`src/rtl/obi_pkg.sv`:
```
// -----------------------------------------------------------------------------
// obi_pkg
//   Shared OBI bus types used by the peripheral subsystem and its arbiter.
//   obi_req_t  : master -> slave address-phase bundle (req, addr, we, be, wdata)
//   obi_resp_t : slave -> master bundle (gnt, rvalid, rdata)
// -----------------------------------------------------------------------------
package obi_pkg;

    typedef struct packed {
        logic        req;
        logic [31:0] addr;
        logic        we;
        logic [3:0]  be;
        logic [31:0] wdata;
    } obi_req_t;

    typedef struct packed {
        logic        gnt;
        logic        rvalid;
        logic [31:0] rdata;
    } obi_resp_t;

endpackage

```
`src/rtl/periph_arb_id_fifo.sv`:
```
// -----------------------------------------------------------------------------
// periph_arb_id_fifo
//   Synchronous FIFO holding the master index of each granted-but-unanswered
//   OBI transaction, so responses can be routed back in order.
//   Ports:
//     clk_i, rst_ni : clock, synchronous active-low reset (empties the FIFO)
//     push_i/data_i : enqueue data_i (accepted when not full, or when popping)
//     pop_i         : dequeue the head entry (ignored when empty)
//     full_o/empty_o: occupancy flags
//     count_o       : registered occupancy, 0..Depth
//     head_o        : oldest entry (valid when !empty_o)
// -----------------------------------------------------------------------------
module periph_arb_id_fifo #(
    parameter  int unsigned Depth = 2,
    parameter  int unsigned Width = 1,
    localparam int unsigned CntW  = $clog2(Depth + 1)
) (
    input  logic             clk_i,
    input  logic             rst_ni,
    input  logic             push_i,
    input  logic [Width-1:0] data_i,
    input  logic             pop_i,
    output logic             full_o,
    output logic             empty_o,
    output logic [CntW-1:0]  count_o,
    output logic [Width-1:0] head_o
);

    localparam int unsigned PtrW = (Depth > 1) ? $clog2(Depth) : 1;

    logic [Width-1:0] r_mem [Depth];
    logic [PtrW-1:0]  r_rd_ptr;
    logic [PtrW-1:0]  r_wr_ptr;
    logic [CntW-1:0]  r_count;
    logic             w_push_ok;
    logic             w_pop_ok;

    function automatic logic [PtrW-1:0] ptr_inc(input logic [PtrW-1:0] p);
        return (p == PtrW'(Depth - 1)) ? '0 : p + 1'b1;
    endfunction

    assign empty_o   = (r_count == '0);
    assign full_o    = (r_count == CntW'(Depth));
    assign w_pop_ok  = pop_i & ~empty_o;
    // A pop in the same cycle frees the slot, so a full FIFO still accepts.
    assign w_push_ok = push_i & (~full_o | w_pop_ok);

    always_ff @(posedge clk_i) begin
        if (w_push_ok) begin
            r_mem[r_wr_ptr] <= data_i;
        end
    end

    always_ff @(posedge clk_i) begin
        if (!rst_ni) begin
            r_rd_ptr <= '0;
            r_wr_ptr <= '0;
            r_count  <= '0;
        end else begin
            if (w_push_ok) begin
                r_wr_ptr <= ptr_inc(r_wr_ptr);
            end
            if (w_pop_ok) begin
                r_rd_ptr <= ptr_inc(r_rd_ptr);
            end
            case ({w_push_ok, w_pop_ok})
                2'b10:   r_count <= r_count + 1'b1;
                2'b01:   r_count <= r_count - 1'b1;
                default: r_count <= r_count;
            endcase
        end
    end

    assign count_o = r_count;
    assign head_o  = r_mem[r_rd_ptr];

endmodule

```
`src/rtl/periph_obi_arbiter.sv`:
```
// -----------------------------------------------------------------------------
// periph_obi_arbiter
//   Shares the peripheral subsystem's single OBI slave port between
//   NumMasters requesters. Round-robin arbitration; once a master is selected
//   but not granted, the selection is locked until its grant so the address
//   phase stays stable. Responses are routed in order via an ID FIFO.
//   Ports:
//     clk_i, rst_ni  : clock, synchronous active-low reset
//     master_req_i   : per-master OBI requests
//     master_resp_o  : per-master OBI responses (gnt, rvalid, rdata)
//     slave_req_o    : request forwarded to the peripheral subsystem
//     slave_resp_i   : response from the peripheral subsystem
//     outstanding_o  : granted-but-unanswered transaction count
//     err_o          : sticky flag, rvalid seen with nothing outstanding
// -----------------------------------------------------------------------------
module periph_obi_arbiter
    import obi_pkg::*;
#(
    parameter  int unsigned NumMasters     = 2,
    parameter  int unsigned MaxOutstanding = 2,
    localparam int unsigned IdxW           = (NumMasters > 1) ? $clog2(NumMasters) : 1,
    localparam int unsigned CntW           = $clog2(MaxOutstanding + 1)
) (
    input  logic                        clk_i,
    input  logic                        rst_ni,
    input  obi_req_t  [NumMasters-1:0]  master_req_i,
    output obi_resp_t [NumMasters-1:0]  master_resp_o,
    output obi_req_t                    slave_req_o,
    input  obi_resp_t                   slave_resp_i,
    output logic      [CntW-1:0]        outstanding_o,
    output logic                        err_o
);

    typedef enum logic [0:0] {
        ST_IDLE,
        ST_HOLD
    } state_e;

    state_e            r_state;
    state_e            w_state_nxt;
    logic [IdxW-1:0]   r_rr_ptr;
    logic [IdxW-1:0]   r_lock_idx;
    logic              r_err;

    logic [IdxW-1:0]   w_rr_sel;
    logic [IdxW-1:0]   w_cand;
    logic              w_found;
    int unsigned       w_scan;
    logic [IdxW-1:0]   w_sel;
    logic              w_sel_req;
    logic              w_req_out;
    logic              w_hs;
    logic              w_pop;
    logic              w_stall;
    logic              w_fifo_full;
    logic              w_fifo_empty;
    logic [IdxW-1:0]   w_head;

    // First requester at or after the round-robin pointer.
    always_comb begin
        w_rr_sel = r_rr_ptr;
        w_found  = 1'b0;
        w_scan   = 0;
        w_cand   = '0;
        for (int unsigned i = 0; i < NumMasters; i++) begin
            w_scan = (32'(r_rr_ptr) + i) % NumMasters;
            w_cand = IdxW'(w_scan);
            if (!w_found && master_req_i[w_cand].req) begin
                w_found  = 1'b1;
                w_rr_sel = w_cand;
            end
        end
    end

    assign w_sel     = (r_state == ST_HOLD) ? r_lock_idx : w_rr_sel;
    assign w_sel_req = master_req_i[w_sel].req;

    // A response this cycle frees a FIFO slot, so full alone does not stall.
    assign w_pop     = rst_ni & slave_resp_i.rvalid & ~w_fifo_empty;
    assign w_stall   = w_fifo_full & ~w_pop;
    assign w_req_out = rst_ni & w_sel_req & ~w_stall;
    assign w_hs      = w_req_out & slave_resp_i.gnt;

    always_comb begin
        slave_req_o     = master_req_i[w_sel];
        slave_req_o.req = w_req_out;
    end

    always_comb begin
        master_resp_o            = '0;
        master_resp_o[w_sel].gnt = w_hs;
        if (w_pop) begin
            master_resp_o[w_head].rvalid = 1'b1;
            master_resp_o[w_head].rdata  = slave_resp_i.rdata;
        end
    end

    always_comb begin
        w_state_nxt = r_state;
        case (r_state)
            ST_IDLE: if (w_sel_req && !w_hs) w_state_nxt = ST_HOLD;
            ST_HOLD: if (w_hs || !w_sel_req) w_state_nxt = ST_IDLE;
            default: w_state_nxt = ST_IDLE;
        endcase
    end

    always_ff @(posedge clk_i) begin
        if (!rst_ni) begin
            r_state    <= ST_IDLE;
            r_rr_ptr   <= '0;
            r_lock_idx <= '0;
            r_err      <= 1'b0;
        end else begin
            r_state <= w_state_nxt;
            if (r_state == ST_IDLE && w_state_nxt == ST_HOLD) begin
                r_lock_idx <= w_sel;
            end
            if (w_hs) begin
                r_rr_ptr <= (w_sel == IdxW'(NumMasters - 1)) ? '0 : w_sel + 1'b1;
            end
            if (slave_resp_i.rvalid && w_fifo_empty) begin
                r_err <= 1'b1;
            end
        end
    end

    periph_arb_id_fifo #(
        .Depth (MaxOutstanding),
        .Width (IdxW)
    ) u_id_fifo (
        .clk_i   (clk_i),
        .rst_ni  (rst_ni),
        .push_i  (w_hs),
        .data_i  (w_sel),
        .pop_i   (w_pop),
        .full_o  (w_fifo_full),
        .empty_o (w_fifo_empty),
        .count_o (outstanding_o),
        .head_o  (w_head)
    );

    assign err_o = r_err;

endmodule
```
`config.mk`:
```
export PLATFORM = sky130hd
export DESIGN_NAME = periph_obi_arbiter
export DESIGN_NICKNAME = d
export VERILOG_FILES = /design/src/rtl/obi_pkg.sv /design/src/rtl/periph_arb_id_fifo.sv /design/src/rtl/periph_obi_arbiter.sv
export SDC_FILE = /design/constraint.sdc
export NUM_CORES = 1
export LEC_CHECK = 0
export CORE_AREA = 8 8 118 120
export CTS_CLUSTER_SIZE = 10
export DETAILED_ROUTE_END_ITERATION = 8
export DIE_AREA = 0 0 126 128
export GPL_TIMING_DRIVEN = 0
export SYNTH_ARGS = -nofsm -noshare
export SYNTH_HDL_FRONTEND = slang
export SYNTH_HIERARCHICAL = 1
export SYNTH_SLANG_ARGS = --single-unit
```
`constraint.sdc`:
```
create_clock -name clk_i -period 3 [get_ports clk_i]
set_clock_uncertainty 0.1 [all_clocks]
set_input_delay 0.6 -clock clk_i [delete_from_list [all_inputs] [get_ports clk_i]]
set_output_delay 0.6 -clock clk_i [all_outputs]
set_load 0.01 [all_outputs]
```
==> flow_metrics.env <==
export IMPL_status="complete, no violations"
export IMPL_tightestPinTransition_ns=0.509
export IMPL_finalCriticalPeriod_ns=2.94
export IMPL_grt_overflow=0
export IMPL_synth_cell_area_mm2=0.00182
export IMPL_synthCells=211
export IMPL_grt_use_total_pct=16.3
export IMPL_final_setup_viol_count=0
export IMPL_cts_tree="done"
export IMPL_slew_violations=0
export IMPL_end_kind="output pin"
export IMPL_cts_buffer_depth=2
export IMPL_multiInputGateArea_mm2=0.00153
export IMPL_routed_via_density=4.19
export IMPL_hold_viol_final=0
export IMPL_synth_seq_cells=11
export IMPL_antenna_found_initial=0
export IMPL_slew_headroom_pct=65.9
export IMPL_num_rows=41
export IMPL_syn_to_final_growth_pct=197
export IMPL_leakage_nw=2.67
export IMPL_postPlaceCellArea_mm2=0.00517
export IMPL_finalSetupTns_ns=0
export IMPL_finalWirelength_mm=14.1
export IMPL_rsz0062_at_grt="no"
export IMPL_path_class="input pin to output pin"
export IMPL_stdcell_count=697
export IMPL_die_y_um=128
export IMPL_ys_seq_area_share_pct=13.2
export IMPL_initial_utilization_pct=14.9
export IMPL_dpl_cell_count=677
export IMPL_cts_root_buf="clkbuf_16"
export IMPL_final_area_mm2=0.00541
export IMPL_drtIter0Drc=61
export IMPL_critical_path_max_stage_delay_ns=0.32
export IMPL_path_buf_inv=4
export IMPL_power_density_mw_per_mm2=234
export IMPL_grt_max_degree=12
export IMPL_cp_max_fo=6
export IMPL_nFillCells=1219
export IMPL_hpwl_mm=12.3
export IMPL_clk_pin_slew_ns=0.04
export IMPL_numCtsBuffers=3
export IMPL_cts_sinks=11
export IMPL_syn_area_per_cell_um2=8.64
export IMPL_timing_final_crit_share_pct=97.8
export IMPL_hold_path_class="flip-flop to flip-flop"
export IMPL_drive_gt1_share_pct=21.0
export IMPL_grt_pass1_wl_mm=20.3
export IMPL_htreeDepth=1
export IMPL_die_w_um=126
export IMPL_via_count=2918
export IMPL_arrival_ns=2.24
export IMPL_die_area_mm2=0.0161
export IMPL_drc=0
export IMPL_holdWs_ns=0.380
export IMPL_cp_slowest_cell="maj3_2"
export IMPL_peakVddDrop_mv=0.368
export IMPL_n_antenna_cell=0
export IMPL_ff_latch_area_um2=240
export IMPL_final_nets=725
export IMPL_path_delay_family="buffers and inverters"
export IMPL_io_pins=317
export IMPL_critPathLaunchType="input pin"
export IMPL_wl_per_cell_um=20.3
export IMPL_grt_pass1_vias=3070
export IMPL_synth_cell_type_count=32
export IMPL_maxCapViolCount=0
export IMPL_fmax_mhz=341
export IMPL_final_antenna_net_count=0
export IMPL_portBuffers=316
export IMPL_drt_pass1_iterations=4
export IMPL_ys_warn_count=6
export IMPL_coreArea_mm2=0.0122
export IMPL_required_ns=2.30
export IMPL_gp_congestion=0.836
export IMPL_path_cells="clkdlybuf4s15_2 -> maj3_2 -> o21ai_4 -> buf_12 -> buf_8 -> mux2_1 -> dlygate4sd2_1"
export IMPL_insertion_delay_ns=0.24
export IMPL_syn_nets=388
==> cells in the mapped netlist (all sizes together) <==
library cell | count | area, um2
ha | 1 | 12.5
o2111a | 2 | 22.5
clkbuf | 9 | 33.8
maj3 | 1 | 11.3
nor3 | 1 | 5.00
inv | 7 | 26.3
o211a | 1 | 10.0
a21boi | 1 | 7.51
xnor2 | 3 | 26.3
edfxtp | 2 | 60.1
nand2b | 2 | 12.5
nor2b | 4 | 25.0
a21oi | 1 | 5.00
dfxtp | 9 | 180
mux2 | 70 | 788
and2 | 36 | 225
nor2 | 4 | 15.0
mux2i | 2 | 20.0
o31a | 1 | 8.76
nand2 | 4 | 15.0
buf | 8 | 42.5
o21ai | 4 | 27.5
and3 | 33 | 206
or3 | 1 | 6.26
a31oi | 1 | 6.26
o21a | 2 | 16.3
a21o | 1 | 7.51
==> power by group <==
group	total, W	switching, W	leakage [nW]	internal [W]
clock	0.000242	0.0000634	0.0382	0.000178
sequential	0.000168	0.00000762	0.0921	0.000161
combinational	0.000855	0.000312	2.54	0.000543
total	0.00126	0.000383	2.67	0.000881
==> state kept, by name, indices dropped and copies added (netlist names), named ones only <==
register / flops
err_o: 1
r_lock_idx: 1
r_rr_ptr: 1
r_state: 1
u_id_fifo/count_o: 2
u_id_fifo/r_mem: 2
u_id_fifo/r_rd_ptr: 1
u_id_fifo/r_wr_ptr: 1
==> cell families after synthesis <==
| family | count (synthesis) | synth area share (%) |
|---|---|---|
| flip-flops | 11 | 13.2 |
| buffers and inverters | 24 | 5.63 |
| AND/OR/NAND/NOR | 85 | 28.0 |
| AO/OA/AOI/OAI | 14 | 6.11 |
| adder cells (fa/ha/maj) | 2 | 1.30 |
| XOR/XNOR | 3 | 1.44 |
| multiplexers | 72 | 44.3 |
==> per-layer routing <==
layer  vias to the layer above  global-route usage (%)  part of all wire [%]
li1                       1427                       -                     -
met1                      1354                    17.9                    39
met2                       129                    31.0                    52
met3                         8                    4.95                   8.0
met4                         0                    1.34                  0.49
met5                         -                       0                     0
==> cell usage in the layout (no fill, tap or decap), types with 3 or more instances in the layout <==
| master | instances |
|---|---|
| clkdlybuf4s50_1 | 179 |
| dlygate4sd2_1 | 67 |
| mux2_1 | 37 |
| and2_1 | 36 |
| buf_2 | 35 |
| and3_1 | 33 |
| mux2_2 | 28 |
| clkdlybuf4s15_1 | 27 |
| buf_4 | 10 |
| dfxtp_1 | 9 |
| inv_1 | 6 |
| clkbuf_8 | 6 |
| buf_8 | 5 |
| mux2_4 | 5 |
| nor2b_1 | 4 |
| buf_12 | 4 |
| clkbuf_1 | 4 |
| clkdlybuf4s15_2 | 4 |
| nand2_1 | 3 |
| clkbuf_16 | 3 |
| nor2_1 | 3 |
| xnor2_1 | 3 |
==> path summary, 6_finish.rpt <==
check,start,endpoint,slack (ns),cells past startpoint
min,u_id_fifo/r_wr_ptr$_SDFFE_PN0P_,u_id_fifo/r_wr_ptr$_SDFFE_PN0P_,0.38,2
min reg2reg,u_id_fifo/r_wr_ptr$_SDFFE_PN0P_,u_id_fifo/r_wr_ptr$_SDFFE_PN0P_,0.38,2
max,master_req_i[139],slave_req_o[3],0.06,7
max reg2reg,u_id_fifo/count_o[0]$_SDFFE_PN0P_,u_id_fifo/count_o[1]$_SDFFE_PN0P_,0.56,8
==> what timing repair did <==
action,in CTS,in global routing
endpoints found under the hold margin,0,0
setup buffers,9,2
setup endpoints to repair,140,69
gates resized for setup,332,9
hold buffers,0,0
cloned,5,0
pin swaps,3,3
==> cell type report <==
cell class	count	share of cell area (%)
inverters	7	0.486
clock buffers	4	1.46
repair buffers	332	57.9
well taps	150	3.47
flip-flops and latches	11	4.44
plain buffers	17	4.00
multi-input cells	176	28.2
==> worst register-to-register path, delay by kind of cell, from the launching register on <==
family	cells	cell delay, ns
compound gates	2	0.37
flops	1	0.36
buf+inv	2	0.33
simple gates	3	0.91
fa+ha+maj	1	0.30
==> per-stage QoR <==
stage	total power [W]	setup WS, ns	util (%)
after floorplan	0.000457	0.539	-
after global placement	0.000989	-0.779	42.4
after detailed placement	0.000997	-0.818	42.4
after CTS	0.00127	-0.0211	44.0
after global routing	0.00133	0.000569	44.3
final	0.00126	0.0648	44.3
No activity file was read; power rests on OpenSTA's default activity.
